## src/rtl/vit_ctrl_322_if.sv

```systemverilog
// Signal bundle between the (3,2,2) Viterbi frame controller and its neighbours
// (branch-metric front end, ACS unit, traceback unit).
interface vit_ctrl_322_if #(
    parameter int W  = 8,
    parameter int CW = 6
);
    logic          start;
    logic          sym_valid;
    logic          sym_ready;
    logic [W-1:0]  acs0_ppm;
    logic [W-1:0]  acs1_ppm;
    logic [W-1:0]  acs2_ppm;
    logic [W-1:0]  acs3_ppm;
    logic [W-1:0]  acs4_ppm;
    logic [W-1:0]  acs5_ppm;
    logic [W-1:0]  acs6_ppm;
    logic [W-1:0]  acs7_ppm;
    logic          ae;
    logic          init_pm;
    logic          flush;
    logic          norm_en;
    logic [W-1:0]  norm_val;
    logic [CW-1:0] stage_cnt;
    logic          tb_start;
    logic          tb_done;
    logic          busy;
    logic          frame_done;
    logic [7:0]    norm_count;

    modport master (
        input  start, sym_valid, tb_done,
        input  acs0_ppm, acs1_ppm, acs2_ppm, acs3_ppm,
        input  acs4_ppm, acs5_ppm, acs6_ppm, acs7_ppm,
        output sym_ready, ae, init_pm, flush, norm_en, norm_val,
        output stage_cnt, tb_start, busy, frame_done, norm_count
    );

    modport slave (
        output start, sym_valid, tb_done,
        output acs0_ppm, acs1_ppm, acs2_ppm, acs3_ppm,
        output acs4_ppm, acs5_ppm, acs6_ppm, acs7_ppm,
        input  sym_ready, ae, init_pm, flush, norm_en, norm_val,
        input  stage_cnt, tb_start, busy, frame_done, norm_count
    );
endinterface

```

## src/rtl/vit_ctrl_322.sv

```systemverilog
// Frame controller for the 8-state (3,2,2) Viterbi decoder: sequences init, symbol
// stages, tail flush and traceback, and schedules path-metric normalisation.
module vit_ctrl_322 #(
    parameter int W         = 8,
    parameter int FRAME_LEN = 32,
    parameter int TAIL      = 2,
    parameter int NORM_THR  = 128,
    parameter int CW        = $clog2(FRAME_LEN + TAIL)
) (
    input  logic           clock,
    input  logic           reset,
    vit_ctrl_322_if.master bus
);
    localparam logic [2:0] S_IDLE  = 3'd0;
    localparam logic [2:0] S_INIT  = 3'd1;
    localparam logic [2:0] S_RUN   = 3'd2;
    localparam logic [2:0] S_FLUSH = 3'd3;
    localparam logic [2:0] S_TB    = 3'd4;
    localparam logic [2:0] S_DONE  = 3'd5;

    localparam logic [CW-1:0] LAST_RUN   = CW'(FRAME_LEN - 1);
    localparam logic [CW-1:0] LAST_FLUSH = CW'(FRAME_LEN + TAIL - 1);
    localparam logic [W-1:0]  THR        = W'(NORM_THR);

    logic [2:0]    r_state;
    logic [2:0]    w_next;
    logic [CW-1:0] r_stage_cnt;
    logic [7:0]    r_norm_count;
    logic [W-1:0]  r_min;
    logic          r_norm_hold;
    logic          r_tb_start;
    logic          w_ready;
    logic          w_ae;
    logic          w_norm_en;
    logic [W-1:0]  w_min;
    logic [W-1:0]  w_ppm [8];

    assign w_ppm[0] = bus.acs0_ppm;
    assign w_ppm[1] = bus.acs1_ppm;
    assign w_ppm[2] = bus.acs2_ppm;
    assign w_ppm[3] = bus.acs3_ppm;
    assign w_ppm[4] = bus.acs4_ppm;
    assign w_ppm[5] = bus.acs5_ppm;
    assign w_ppm[6] = bus.acs6_ppm;
    assign w_ppm[7] = bus.acs7_ppm;

    always_comb begin
        w_min = w_ppm[0];
        for (int i = 1; i < 8; i++) begin
            if (w_ppm[i] < w_min) w_min = w_ppm[i];
        end
    end

    assign w_ready = (r_state == S_RUN);
    assign w_ae    = (w_ready && bus.sym_valid) || (r_state == S_FLUSH);
    // r_min is one cycle stale; the holdoff skips the cycle where it still shows the pre-subtract minimum
    assign w_norm_en = w_ae && (r_min >= THR) && !r_norm_hold;

    always_comb begin
        w_next = r_state;
        case (r_state)
            S_IDLE:  if (bus.start) w_next = S_INIT;
            S_INIT:  w_next = S_RUN;
            S_RUN:   if (w_ae && (r_stage_cnt == LAST_RUN)) w_next = (TAIL > 0) ? S_FLUSH : S_TB;
            S_FLUSH: if (r_stage_cnt == LAST_FLUSH) w_next = S_TB;
            S_TB:    if (bus.tb_done) w_next = S_DONE;
            S_DONE:  w_next = S_IDLE;
            default: w_next = S_IDLE;
        endcase
    end

    always_ff @(posedge clock) begin
        if (!reset) begin
            r_state      <= S_IDLE;
            r_stage_cnt  <= '0;
            r_norm_count <= '0;
            r_min        <= '0;
            r_norm_hold  <= 1'b0;
            r_tb_start   <= 1'b0;
        end else begin
            r_state     <= w_next;
            r_min       <= w_min;
            r_norm_hold <= w_norm_en;
            r_tb_start  <= (w_next == S_TB) && (r_state != S_TB);
            if ((r_state == S_IDLE) && bus.start) begin
                r_stage_cnt  <= '0;
                r_norm_count <= '0;
            end else begin
                if (w_ae) r_stage_cnt <= r_stage_cnt + 1'b1;
                if (w_norm_en && (r_norm_count != 8'hFF)) r_norm_count <= r_norm_count + 1'b1;
            end
        end
    end

    assign bus.sym_ready  = w_ready;
    assign bus.ae         = w_ae;
    assign bus.init_pm    = (r_state == S_INIT);
    assign bus.flush      = (r_state == S_FLUSH);
    assign bus.norm_en    = w_norm_en;
    assign bus.norm_val   = w_norm_en ? THR : '0;
    assign bus.stage_cnt  = r_stage_cnt;
    assign bus.tb_start   = r_tb_start;
    assign bus.busy       = (r_state != S_IDLE);
    assign bus.frame_done = (r_state == S_DONE);
    assign bus.norm_count = r_norm_count;
endmodule

```

## src/flat_wrapper.sv

```systemverilog
// flat-port wrapper written by rule: the top's interface ports become plain ports
module vit_ctrl_322_flat 
#(
    parameter int W         = 8,
    parameter int FRAME_LEN = 32,
    parameter int TAIL      = 2,
    parameter int NORM_THR  = 128,
    parameter int CW        = $clog2(FRAME_LEN + TAIL)
)
  (clock, reset, bus_start, bus_sym_valid, bus_tb_done, bus_acs0_ppm, bus_acs1_ppm, bus_acs2_ppm, bus_acs3_ppm, bus_acs4_ppm, bus_acs5_ppm, bus_acs6_ppm, bus_acs7_ppm, bus_sym_ready, bus_ae, bus_init_pm, bus_flush, bus_norm_en, bus_norm_val, bus_stage_cnt, bus_tb_start, bus_busy, bus_frame_done, bus_norm_count);
  vit_ctrl_322_if #(.W(W), .CW(CW)) bus_i ();
  input  logic clock;
  input  logic reset;
  input wire logic [$bits(bus_i.start)-1:0] bus_start;
  input wire logic [$bits(bus_i.sym_valid)-1:0] bus_sym_valid;
  input wire logic [$bits(bus_i.tb_done)-1:0] bus_tb_done;
  input wire logic [$bits(bus_i.acs0_ppm)-1:0] bus_acs0_ppm;
  input wire logic [$bits(bus_i.acs1_ppm)-1:0] bus_acs1_ppm;
  input wire logic [$bits(bus_i.acs2_ppm)-1:0] bus_acs2_ppm;
  input wire logic [$bits(bus_i.acs3_ppm)-1:0] bus_acs3_ppm;
  input wire logic [$bits(bus_i.acs4_ppm)-1:0] bus_acs4_ppm;
  input wire logic [$bits(bus_i.acs5_ppm)-1:0] bus_acs5_ppm;
  input wire logic [$bits(bus_i.acs6_ppm)-1:0] bus_acs6_ppm;
  input wire logic [$bits(bus_i.acs7_ppm)-1:0] bus_acs7_ppm;
  output wire logic [$bits(bus_i.sym_ready)-1:0] bus_sym_ready;
  output wire logic [$bits(bus_i.ae)-1:0] bus_ae;
  output wire logic [$bits(bus_i.init_pm)-1:0] bus_init_pm;
  output wire logic [$bits(bus_i.flush)-1:0] bus_flush;
  output wire logic [$bits(bus_i.norm_en)-1:0] bus_norm_en;
  output wire logic [$bits(bus_i.norm_val)-1:0] bus_norm_val;
  output wire logic [$bits(bus_i.stage_cnt)-1:0] bus_stage_cnt;
  output wire logic [$bits(bus_i.tb_start)-1:0] bus_tb_start;
  output wire logic [$bits(bus_i.busy)-1:0] bus_busy;
  output wire logic [$bits(bus_i.frame_done)-1:0] bus_frame_done;
  output wire logic [$bits(bus_i.norm_count)-1:0] bus_norm_count;
  assign bus_i.start = bus_start;
  assign bus_i.sym_valid = bus_sym_valid;
  assign bus_i.tb_done = bus_tb_done;
  assign bus_i.acs0_ppm = bus_acs0_ppm;
  assign bus_i.acs1_ppm = bus_acs1_ppm;
  assign bus_i.acs2_ppm = bus_acs2_ppm;
  assign bus_i.acs3_ppm = bus_acs3_ppm;
  assign bus_i.acs4_ppm = bus_acs4_ppm;
  assign bus_i.acs5_ppm = bus_acs5_ppm;
  assign bus_i.acs6_ppm = bus_acs6_ppm;
  assign bus_i.acs7_ppm = bus_acs7_ppm;
  assign bus_sym_ready = bus_i.sym_ready;
  assign bus_ae = bus_i.ae;
  assign bus_init_pm = bus_i.init_pm;
  assign bus_flush = bus_i.flush;
  assign bus_norm_en = bus_i.norm_en;
  assign bus_norm_val = bus_i.norm_val;
  assign bus_stage_cnt = bus_i.stage_cnt;
  assign bus_tb_start = bus_i.tb_start;
  assign bus_busy = bus_i.busy;
  assign bus_frame_done = bus_i.frame_done;
  assign bus_norm_count = bus_i.norm_count;
  vit_ctrl_322 #(.W(W), .FRAME_LEN(FRAME_LEN), .TAIL(TAIL), .NORM_THR(NORM_THR), .CW(CW)) u_core (.clock(clock), .reset(reset), .bus(bus_i));
endmodule
```

## config.mk

```make
export PLATFORM = sky130hd
export DESIGN_NAME = vit_ctrl_322_flat
export DESIGN_NICKNAME = d
export VERILOG_FILES = /design/src/rtl/vit_ctrl_322_if.sv /design/src/rtl/vit_ctrl_322.sv /design/src/flat_wrapper.sv
export SDC_FILE = /design/constraint.sdc
export NUM_CORES = 1
export LEC_CHECK = 0
export BUFFER_PORTS_ARGS = -buffer_cell sky130_fd_sc_hd__clkbuf_2
export CELL_PAD_IN_SITES_DETAIL_PLACEMENT = 1
export CELL_PAD_IN_SITES_GLOBAL_PLACEMENT = 1
export CORE_MARGIN = 5
export CORE_UTILIZATION = 40
export DETAILED_ROUTE_END_ITERATION = 6
export MAX_ROUTING_LAYER = met4
export PLACE_DENSITY_LB_ADDON = 0.05
export SETUP_SLACK_MARGIN = 0.2
export SLEW_MARGIN = 20
export SYNTH_ARGS = -nofsm -noshare
export SYNTH_HDL_FRONTEND = slang
export SYNTH_SLANG_ARGS = --single-unit
```

## constraint.sdc

```tcl
create_clock -name clock -period 22.4 [get_ports clock]
set_input_delay 1.12 -clock clock [delete_from_list [all_inputs] [get_ports clock]]
set_output_delay 1.12 -clock clock [all_outputs]
set_load 0.005 [all_outputs]
```

# ---- Word-level counts from Yosys, hierarchy flattened
# Cells that the tools add are included.
# W data, S select, Z words.
dict set report totals {
  n_memories 0
  elab_cells 52
  out_inout_bits 30
  ff_bits 27
  latchBits 0
  mem_bits_rw 0
  mem_bits_ro 0
  inputBits 69
}
dict set report op_classes {
  n_shift 0
  addsub 2
  magnitude_cmp 8
  eq_ne 10
  n_mul 0
  mux 13
  div 0
  reduce_logical 12
  bitwise_logic 1
}
# op n
set ops {}
lappend ops {{$mux W8} 8}
lappend ops {{$lt A8 B8 Y1} 7}
lappend ops {{$pmux W3 S5} 1}
lappend ops {{$mux W3} 4}
lappend ops {{$eq A3 B3 Y1 const B} 3}
lappend ops {{$add A8 B1 Y8 const B} 1}
lappend ops {{$ge A8 B8 Y1 const B} 1}
lappend ops {{$ne A8 B8 Y1 const B} 1}
lappend ops {{$logic_and A1 B1 Y1} 7}
lappend ops {{$add A6 B1 Y6 const B} 1}
lappend ops {{$eq A3 B2 Y1 const B} 2}
lappend ops {{$eq A6 B5 Y1 const B} 1}
lappend ops {{$eq A6 B6 Y1 const B} 1}
lappend ops {{$eq A3 B1 Y1 const B} 1}
lappend ops {{$logic_not A3 Y1} 1}
lappend ops {{$ne A3 B3 Y1 const B} 1}
lappend ops {{$reduce_bool A3 Y1} 1}
lappend ops {{$reduce_or A2 Y1} 1}
lappend ops {{$logic_not A1 Y1} 1}
lappend ops {{$logic_or A1 B1 Y1} 1}
lappend ops {{$not A1 Y1} 1}

# ---- Longest topological paths before layout
dict set report depth {
  word_depth 14
  ltp_mapped 65
  mapped_depth_nobuf 60
}

# ---- Least setup slack after synthesis
# OpenSTA, ideal clock, no wires.
dict set report synth_timing {
  path_kind {input-to-reg}
  from {input port bus_acs0_ppm[7]}
  to {register u_core.r_min[7]}
  setup_slack_ps 9467
  n_path_buf 5
  setup_ps 133
  path_stages 64
  required_ps 22267
  t_arrival_ps 12800
  path_cell_list {inv_1 -> ha_1 -> a21oi_1 -> o21ai_0 -> a21oi_1 -> clkbuf_1 -> a21oi_1 -> ha_1 -> and4_1 -> nand2_1 -> a2111oi_4 -> a32oi_1 -> mux2_2 -> nand2_1 -> buf_1 -> nor2_1 -> a21oi_1 -> inv_1 -> [... 28 more ...] -> mux2i_1 -> ha_1 -> a21o_1 -> a21o_1 -> a31oi_1 -> nor2_1 -> o21a_1 -> clkbuf_1 -> o21ai_0 -> o31ai_1 -> ha_1 -> a21o_1 -> a211o_1 -> a211oi_1 -> a21oi_1 -> inv_1 -> a41oi_4 -> mux2i_1}
}
dict set report synth_between {
  elab_chain_len 14
}
# element line
set synth_rtl {}
lappend synth_rtl {{from (decl)} flat_wrapper.sv:17} ;# input wire logic [$bits(bus_i.acs0_ppm)-1:0] bus_acs0_ppm;
lappend synth_rtl {{$lt A8 B8 Y1} vit_ctrl_322.sv:50} ;# if (w_ppm[i] < w_min) w_min = w_ppm[i];
lappend synth_rtl {{$mux W8 (*)} vit_ctrl_322.sv:50}
lappend synth_rtl {{$lt A8 B8 Y1} vit_ctrl_322.sv:50}
lappend synth_rtl {{$mux W8 (*)} vit_ctrl_322.sv:50}
lappend synth_rtl {{$lt A8 B8 Y1} vit_ctrl_322.sv:50}
lappend synth_rtl {{$mux W8 (*)} vit_ctrl_322.sv:50}
lappend synth_rtl {{$lt A8 B8 Y1} vit_ctrl_322.sv:50}
lappend synth_rtl {{$mux W8 (*)} vit_ctrl_322.sv:50}
lappend synth_rtl {{$lt A8 B8 Y1} vit_ctrl_322.sv:50}
lappend synth_rtl {{$mux W8 (*)} vit_ctrl_322.sv:50}
lappend synth_rtl {{$lt A8 B8 Y1} vit_ctrl_322.sv:50}
lappend synth_rtl {{$mux W8 (*)} vit_ctrl_322.sv:50}
lappend synth_rtl {{$lt A8 B8 Y1} vit_ctrl_322.sv:50}
lappend synth_rtl {{$mux W8 (*)} vit_ctrl_322.sv:50}
lappend synth_rtl {{to (signal assigned)} vit_ctrl_322.sv:82} ;# r_min <= w_min;
lappend synth_rtl {{to (decl)} vit_ctrl_322.sv:29} ;# logic [W-1:0] r_min;
# Every way passes the cells marked *; elsewhere a longest branch is shown, timed or not.
# A chain may end at the register's enable or synchronous reset.

# ---- Final worst setup path
dict set report layout_timing {
  from {input port bus_acs1_ppm[7]}
  to {register u_core.r_min[7]}
}
dict set report layout_between {
  elab_chain_len 14
}
# element line
set layout_rtl {}
lappend layout_rtl {{from (decl)} flat_wrapper.sv:18} ;# input wire logic [$bits(bus_i.acs1_ppm)-1:0] bus_acs1_ppm;
lappend layout_rtl {{$lt A8 B8 Y1} vit_ctrl_322.sv:50}
lappend layout_rtl {{$mux W8 (*)} vit_ctrl_322.sv:50}
lappend layout_rtl {{$lt A8 B8 Y1} vit_ctrl_322.sv:50}
lappend layout_rtl {{$mux W8 (*)} vit_ctrl_322.sv:50}
lappend layout_rtl {{$lt A8 B8 Y1} vit_ctrl_322.sv:50}
lappend layout_rtl {{$mux W8 (*)} vit_ctrl_322.sv:50}
lappend layout_rtl {{$lt A8 B8 Y1} vit_ctrl_322.sv:50}
lappend layout_rtl {{$mux W8 (*)} vit_ctrl_322.sv:50}
lappend layout_rtl {{$lt A8 B8 Y1} vit_ctrl_322.sv:50}
lappend layout_rtl {{$mux W8 (*)} vit_ctrl_322.sv:50}
lappend layout_rtl {{$lt A8 B8 Y1} vit_ctrl_322.sv:50}
lappend layout_rtl {{$mux W8 (*)} vit_ctrl_322.sv:50}
lappend layout_rtl {{$lt A8 B8 Y1} vit_ctrl_322.sv:50}
lappend layout_rtl {{$mux W8 (*)} vit_ctrl_322.sv:50}
# Marks and branches as above.

==> run_results.csv <==
group,metric,value,unit
run_status,status,"finished, final reports clean",
worst_setup_path,worst-r2r-cell-count,7,
floorplan,die_height,100.1,µm
drt,drc_errors,0,
timing,finalCritPeriodShare,66.51,%
worst_setup_path,reg2reg_to,"u_core.bus.norm_count[7]",
hold_path,min_from,"u_core.bus.norm_count[6]",
clock_network,postCtsSetupBuffers,0,
clock_network,cts_tree,"yes",
grt,grt_pass1_wl,16290,µm
placement,gp_congestion,0.8520,
power,p_sw_share,45.88,%
worst_setup_path,crit-reg2reg-launch,"u_core.r_state[1]",
timing,setup_viol,0,
power,internal_power,141.1,µW
timing,whs,0.5123,ns
clock_network,numCtsBuffers,3,
synthesis,syn_area_per_cell,7.507,µm²
grt,grt_antenna_before_repair,0,
grt,grt_max_degree,18,
drt,viasPerCell,5.529,
timing,worst_slew_pin_slew,1.130,ns
grt,first_global_vias,3566,
drt,wl_per_cell,15.76,µm
synthesis,synth_top_area_cell,"ha_1",
synthesis,synth-seq-area-share,12.32,%
timing,finalHoldViolations,0,
synthesis,ys_seq_elements,20,
synthesis,synth_area,3251,µm²
clock_network,cts_root_buffer,"clkbuf_8",
timing,max_freq,67.12,MHz
finish,final_layout_size_suffix_gt1_share,21.60,%
finish,nNetsFinal,627,
drt,detail_route.iter0.violations,69,
placement,port_buffers,91,
timing,slew_headroom,24.65,%
finish,nFillCells,1047,
worst_setup_path,rrSetupSlack,19.78,ns
clock_network,max-clock-path-buffers,2,
power,powerDensity,68.31,nW/µm²
floorplan,core.rowCount,32,
hold_path,min_path_type,"reg2reg",
timing,period_needed,14.90,ns
timing,rsz0062_at_grt,"false",
floorplan,initial_utilization,41.63,%
worst_setup_path,required,22.53,ns
drt,first_pass_iters,4,
floorplan,core_region_area,7807,µm²
power,power_frac_clock,14.0,%
worst_setup_path,arrival,15.03,ns
power,vdd_drop_max,46.07,µV
clock_network,clock_latency,0.27,ns
clock_network,cts.clk_slew.worst_paths,0.08,ns
drt,dr_total_vias,3406,
placement,dpl.cell_count,612,
drt,postRouteAntennaNets,0,
placement,place_area,3746,µm²
grt,grt_overflow,0,
worst_setup_path,slowest_stage,"a221oi_2",
grt,grt_usage,19.73,%
synthesis,synth-async-reset-ratio,0,%
drt,wirelength,9710,µm
floorplan,die_w,100.1,µm
synthesis,yosysMostFrequentCell,"nor2_1",
finish,antenna_cells,0,
finish,design_area,3817,µm²
clock_network,cts_sinks,20,
finish,fin_cells,616,
hold_path,min_to,"u_core.bus.norm_count[6]",
synthesis,synth_edf_count,0,
synthesis,yosysTopAreaCellShare,16.55,%
worst_setup_path,cp_max_fo,17,
timing,tns,0,ns
synthesis,synth_top_cells_by_count,"nor2_1 (45), ha_1 (43), inv_1 (39)",
clock_network,postCtsResizedCells,0,
placement,dp_hpwl,8465,µm
synthesis,synthFlopType,"dfxtp_1",
synthesis,synth_warnings,0,
power,power_frac_comb,71.5,%
power,seq_power_share,14.5,%
hold_path,holdPathStages,2,
timing,drv_slew,0,
synthesis,syn_inst,433,
power,leakagePower,0.001898,µW
floorplan,ios,99,
floorplan,die_area,10030,µm²
synthesis,synthTopCellsByArea,"ha_1 (17%), dfxtp_1 (12%), mux2i_1 (8.3%)",
timing,clock_skew,0.01111,ns
power,p_switching,119.7,µW
worst_setup_path,critPathLaunchType,"input pin",
clock_network,ctsHoldBuffers,0,
worst_setup_path,path_class,"in2reg",
finish,areaGrowthSynthToFinish,17.44,%
synthesis,synthDistinctLibCells,67,
job,drv_cap,0,
clock_network,htreeDepth,1,
worst_setup_path,critPathMaxStageDelay,0.83,ns
worst_setup_path,cp_common_cell,"a21oi_1",
worst_setup_path,end_kind,"register",
-- flip-flops by register name, indices dropped and copies added (netlist names) --
| register | cells |
|---|---|
| u_core.bus.stage_cnt | 6 |
| u_core.r_state | 3 |
| u_core.r_min | 1 |
| u_core.r_norm_hold | 1 |
| u_core.bus.tb_start | 1 |
| u_core.bus.norm_count | 8 |
-- worst max-delay path by stage --
stage	startpoint	end	slack, ns
3_3_place_gp	bus_acs0_ppm[1]	u_core.r_min[7]	7.69
3_5_place_dp	bus_acs0_ppm[7]	u_core.r_min[7]	7.26
2_1_floorplan	bus_acs0_ppm[7]	u_core.r_min[7]	9.47
4_1_cts	bus_acs1_ppm[5]	u_core.r_min[7]	7.51
5_1_grt	bus_acs0_ppm[7]	u_core.r_min[7]	6.35
6_report	bus_acs1_ppm[7]	u_core.r_min[7]	7.50
-- critical path, delay by kind of cell --
family,cells,cell delay (ns)
buffers and inverters,4,0.36
adder cells (fa/ha/maj),7,2.18
AND/OR/NAND/NOR,10,1.59
AO/OA/AOI/OAI,33,8.29
multiplexers,5,1.44
-- layer usage --
layer | wire (µm) | vias to the layer above | track usage, % | part of all wire, %
li1 | - | 1747 | - | -
met1 | 4468 | 1589 | 24.97 | 46
met2 | 4862 | 66 | 34.86 | 50
met3 | 332 | 4 | 2.224 | 3.4
met4 | 46 | 0 | 2.073 | 0.47
met5 | 0 | - | - | 0
-- final cells by class --
type | instances | area [µm²] | area share (%)
clock buffer | 3 | 41.29 | 1.082
sequential | 20 | 400.4 | 10.49
multi-input combinational | 359 | 2609 | 68.34
clock inverter | 1 | 30.03 | 0.7866
inverter | 39 | 146.4 | 3.835
tap | 102 | 127.6 | 3.343
timing repair buffer | 92 | 462.9 | 12.13
-- cell usage in the layout, fill, tap and decap left out, types with 8 or more instances in the layout --
| cell | Yosys | final |
|---|---|---|
| a211oi_1 | 8 | 8 |
| a21o_1 | 11 | 11 |
| a21oi_1 | 31 | 31 |
| clkbuf_2 | 0 | 91 |
| dfxtp_1 | 20 | 20 |
| ha_1 | 43 | 43 |
| inv_1 | 39 | 39 |
| mux2i_1 | 27 | 27 |
| nand2_1 | 26 | 26 |
| nand3_1 | 10 | 10 |
| nand4_1 | 9 | 9 |
| nor2_1 | 45 | 45 |
| o21ai_0 | 26 | 26 |
| o31ai_1 | 8 | 8 |
-- kinds of logic (layout without fill, tap and decap cells) --
logic type	after synthesis	count (layout)	synth area share, %
flops	20	20	12.32
other cells	1	7	0.1154
xor+xnor	10	10	2.694
compound gates	130	130	28.45
buf+inv	60	135	8.122
mux	32	32	10.16
simple gates	135	135	20.98
fa+ha+maj	45	45	17.17
-- metrics by stage --
| step | utilization [%] | total power (µW) | setup slack, ns |
|---|---|---|---|
| 6_report | 48.89 | 260.8 | 7.502 |
| 5_1_grt | 48.89 | 287.0 | 6.346 |
| 4_1_cts | 48.89 | 263.3 | 7.512 |
| 3_5_place_dp | 47.98 | 225.4 | 7.263 |
| 3_3_place_gp | 47.98 | 219.6 | 7.691 |
| 2_1_floorplan | - | 184.1 | 9.467 |
-- power by group through the flow --
stage          Sequential [µW]  Combinational, µW  Clock [µW]
3_5_place_dp              38.8                187           0
2_1_floorplan             38.4                146           0
6_report                  37.9                186        36.5
5_1_grt                   38.1                210        38.8
3_3_place_gp              38.6                181           0
4_1_cts                   38.0                188        37.6
No activity file was read; power rests on OpenSTA's default activity.
